## src/rtl/btn_conditioner.sv

```systemverilog
// rtl/btn_conditioner.sv - per-button synchronizer, debouncer and single/auto-repeat pulse FSM
// Optional auto-repeat (MCEN_ST/CCR states) is built only when BTN_AUTOREPEAT_EN is defined;
// without it mcen mirrors scen and HOLD_CYCLES/REP_CYCLES have no effect.
module btn_conditioner #(
   parameter int N_BTN       = 5,
   parameter int CNT_W       = 27,
   parameter int DB_CYCLES   = 1_000_000,
   parameter int HOLD_CYCLES = 50_000_000,
   parameter int REP_CYCLES  = 25_000_000
) (
   input  logic             board_clk,
   input  logic             reset,
   input  logic [N_BTN-1:0] btn_raw,
   output logic [N_BTN-1:0] dpb,
   output logic [N_BTN-1:0] scen,
   output logic [N_BTN-1:0] mcen,
   output logic             any_scen
);

`ifdef BTN_AUTOREPEAT_EN
   typedef enum logic [2:0] {INI, WQ, SCEN_ST, WH, WFCR, MCEN_ST, CCR} state_t;
   localparam logic [CNT_W-1:0] HOLD_LAST = CNT_W'(HOLD_CYCLES - 1);
   localparam logic [CNT_W-1:0] REP_LAST  = CNT_W'(REP_CYCLES - 1);
`else
   typedef enum logic [2:0] {INI, WQ, SCEN_ST, WH, WFCR} state_t;
`endif

   localparam logic [CNT_W-1:0] DB_LAST = CNT_W'(DB_CYCLES - 1);

   for (genvar i = 0; i < N_BTN; i++) begin : g_btn
      logic [1:0]       r_sync;
      logic             w_btn_s;
      state_t           r_state;
      state_t           w_state_nxt;
      logic [CNT_W-1:0] r_cnt;
      logic             w_dpb;
      logic             w_scen;
      logic             w_mcen;

      assign w_btn_s = r_sync[1];

      // Two-flop synchronizer: the raw pin is asynchronous to board_clk
      always_ff @(posedge board_clk or posedge reset) begin
         if (reset) r_sync <= 2'b00;
         else       r_sync <= {r_sync[0], btn_raw[i]};
      end

      // State register; the counter restarts on every state change so each state times itself
      always_ff @(posedge board_clk or posedge reset) begin
         if (reset) begin
            r_state <= INI;
            r_cnt   <= '0;
         end else begin
            r_state <= w_state_nxt;
            if (w_state_nxt != r_state) r_cnt <= '0;
            else                        r_cnt <= r_cnt + CNT_W'(1);
         end
      end

      // Next-state logic and Moore output decode
      always_comb begin
         w_state_nxt = r_state;
         w_dpb       = 1'b0;
         w_scen      = 1'b0;
         w_mcen      = 1'b0;
         case (r_state)
            INI: begin
               if (w_btn_s) w_state_nxt = WQ;
            end
            WQ: begin
               if (!w_btn_s)               w_state_nxt = INI;
               else if (r_cnt == DB_LAST)  w_state_nxt = SCEN_ST;
            end
            SCEN_ST: begin
               w_dpb       = 1'b1;
               w_scen      = 1'b1;
               w_mcen      = 1'b1;
               w_state_nxt = WH;
            end
            WH: begin
               w_dpb = 1'b1;
               if (!w_btn_s) w_state_nxt = WFCR;
`ifdef BTN_AUTOREPEAT_EN
               else if (r_cnt == HOLD_LAST) w_state_nxt = MCEN_ST;
`endif
            end
            WFCR: begin
               w_dpb = 1'b1;
               // A bounce back to high returns to WH without a fresh scen
               if (w_btn_s)                w_state_nxt = WH;
               else if (r_cnt == DB_LAST)  w_state_nxt = INI;
            end
`ifdef BTN_AUTOREPEAT_EN
            MCEN_ST: begin
               w_dpb       = 1'b1;
               w_mcen      = 1'b1;
               w_state_nxt = CCR;
            end
            CCR: begin
               w_dpb = 1'b1;
               if (!w_btn_s)               w_state_nxt = WFCR;
               else if (r_cnt == REP_LAST) w_state_nxt = MCEN_ST;
            end
`endif
            default: w_state_nxt = INI;
         endcase
      end

      assign dpb[i]  = w_dpb;
      assign scen[i] = w_scen;
      assign mcen[i] = w_mcen;
   end

   assign any_scen = |scen;

endmodule
```

## config.mk

```make
export PLATFORM = sky130hd
export DESIGN_NAME = btn_conditioner
export DESIGN_NICKNAME = d
export VERILOG_FILES = /design/src/rtl/btn_conditioner.sv
export SDC_FILE = /design/constraint.sdc
export NUM_CORES = 1
export LEC_CHECK = 0
export CAP_MARGIN = 20
export CORE_UTILIZATION = 45
export DETAILED_ROUTE_END_ITERATION = 12
export PLACE_DENSITY_LB_ADDON = 0.05
export SLEW_MARGIN = 10
export SYNTH_ARGS = -nofsm -noshare
export SYNTH_HDL_FRONTEND = slang
export SYNTH_SLANG_ARGS = --single-unit
```

## constraint.sdc

```tcl
create_clock -name board_clk -period 16.5 [get_ports board_clk]
set_input_delay 3.3 -clock board_clk [delete_from_list [all_inputs] [get_ports board_clk]]
set_output_delay 3.3 -clock board_clk [all_outputs]
set_load 0.05 [all_outputs]
```

==> metrics.csv <==
metric;value;unit
slew of the pin with the lowest slew margin;1.105;ns
YS warnings;0;
flop2flop setup slack;13.77;ns
Psw;0.1981;mW
switching share of power;23.10;%
post-synth top area share;49.16;%
sequential power share;48.0;%
clock power share;47.5;%
Slew Limit Headroom;26.31;%
P_leak;3.707;nW
first-pass GRT wire length;27870;microns
antenna violations before repair;0;
WP buf/inv;1;
worst hold slack;0.3474;ns
placed cell area;8382;sq um
dpl hpwl;10480;microns
Max Buffers Root-to-Sink;2;
hold crit path type;flip-flop to flip-flop;
vias in the first global route;5866;
async set or reset register ratio after synthesis;100.0;%
fin crit period;5.934;ns
#FFs+latches synth;160;
Total Routing Usage GR;19.01;%
share of layout cells above drive strength 1;5.307;%
Area growth, synth to finish;10.46;%
Vias;5967;
Die W;136.5;microns
most used cell, CP;nor2b_1;
Site Rows;48;
worst path arrival time;2.63;ns
post-route cell area;8996;sq um
synth unique cells;50;
initial core utilization;46.60;%
H-tree depth;4;
EDFF count, synth;0;
final cell count without fillers;1073;
PwrDens;95.31;nW/um^2
crit path max fanout;7;
area leader, netlist;dfrtp_1;
Post-CTS Hold Buffers;0;
Root Driver;clkbuf_16;
number of DRC markers in iteration 0;305;
clk sinks;160;
Reg2Reg Launch Point;g_btn[2].r_cnt[0];
Mapped Cells;838;
Layout Nets;847;
CTS Buf Count;17;
slowest cell delay on critical path;0.83;ns
Top delay family on crit path;simple AND/OR/NAND/NOR gates;
Worst EP required;13.20;ns
outcome;completed;
hold_sp;g_btn[2].r_sync[0];
placed cell count;1041;
internal power;0.6593;mW
Final Cycle Share;35.96;%
Post-CTS Resized;0;
DRC;0;
Synth area leaders;dfrtp_1, xor2_1, nor2_1, xnor2_1, a21oi_1;
CTS tree;built;
Mean Syn Cell Area;9.718;sq um
Ports;23;
Die ar.;18640;sq um
post-layout util;51.47;%
Crit. End Element;primary output;
fmax;168.5;MHz
final setup TNS;0;ns
RSZ-0062 raised after global routing;false;
Antenna Nets Post-Route;0;
top cells by instance count after synthesis;dfrtp_1, nor2_1, xor2_1, a21oi_1, nand3_1;
final setup margin;10.57;ns
top_reg_cell synth;dfrtp_1;
WS Path Type;flip-flop to primary output;
dominant cell by count in the synthesized netlist;dfrtp_1;
routability cong.;0.7780;
endpoints failing hold;0;
Crit-path slowest cell;clkdlybuf4s50_1;
postcts setup bufs;0;
syn nets;850;
Worst Clk Skew;0.005991;ns
final setup vio count;0;
via/cell ratio;5.561;
Clock transition at path regs;0.06;ns
core region area;17480;sq um
Setup WS pre-CTS;11.00;ns
share of power burned in combinational logic;4.5;%
total gr overflow;0;
largest net degree at the start of global routing;93;
clk_lat worst skew;0.43;ns
Die H;136.5;microns
ANT cells;0;
Max-cap violations;0;
Setup crit start;g_btn[0].r_state[1];
VDD IR max;0.00007026;V
WL final;16200;microns
synthesized cell area;8144;sq um
Routed WL per cell;15.10;microns
Final Max Tran Viols;0;
DRT Pass-1 Iters;5;
register area share after synthesis;49.16;%
Pwr Total;0.8574;mW
port buffer count;22;
critical-path cell list;nor2b_1, nor2b_1, nor4_1, o21ai_0, clkdlybuf4s50_1;
Startpoint Class;flip-flop;
==> worst paths after layout <==
kind	endpoint	cells past startpoint
min in group asynchronous	g_btn[2].r_cnt[9]	2
max	any_scen	5
min	g_btn[2].r_sync[1]	0
max reg2reg	g_btn[2].r_cnt[13]	6
max in group asynchronous	g_btn[3].r_cnt[22]	3
min reg2reg	g_btn[2].r_sync[1]	0
==> layout by cell type (no fill, tap or decap), drive strengths merged, types with 13 or more instances in the layout <==
master         instances
dfrtp                160
nor2                 118
xor2                  78
a21oi                 60
nand3                 54
nand2                 49
xnor2                 46
nand4                 42
clkdlybuf4s50         22
nor4                  22
nor3                  22
and4                  20
and3                  19
clkbuf                19
inv                   16
nor2b                 13
==> registers in the layout, indices dropped and copies added (netlist names) <==
register / cells
g_btn.r_cnt: 135
g_btn.r_state: 15
g_btn.r_sync: 10
==> power groups by stage <==
| stage | registers, mW | logic (mW) | clock network (mW) |
|---|---|---|---|
| 2_1_floorplan | 0.416 | 0.0340 | 0 |
| 3_3_place_gp | 0.418 | 0.0388 | 0 |
| 3_5_place_dp | 0.419 | 0.0396 | 0 |
| 4_1_cts | 0.411 | 0.0398 | 0.417 |
| 5_1_grt | 0.413 | 0.0456 | 0.431 |
| 6_report | 0.412 | 0.0387 | 0.407 |
==> cell families after synthesis <==
family                     synth area share [%]
and+or+nand+nor                           25.44
DFF                                       49.16
xor gates and xnor gates                  13.34
AOI/OAI and AO/OA                         7.113
buffers and inverters                     4.179
adders and majority gates                0.7682
==> layer usage <==
metal | track usage (%) | wire [microns]
met5 | 0 | 0
met4 | 7.407 | 263
met3 | 3.333 | 453
met2 | 30.06 | 7573
met1 | 25.96 | 7908
==> final cells by class <==
type                    count  area, sq um
inverters                  15        61.31
well taps                 225        281.5
clock inverters            13        161.4
repair buffers             24        235.2
clock buffers              19        452.9
fillers                  1588         8481
flip-flops and latches    160         4004
multi-input cells         617         3800
Note: power is estimated with default switching activity, not from simulation.
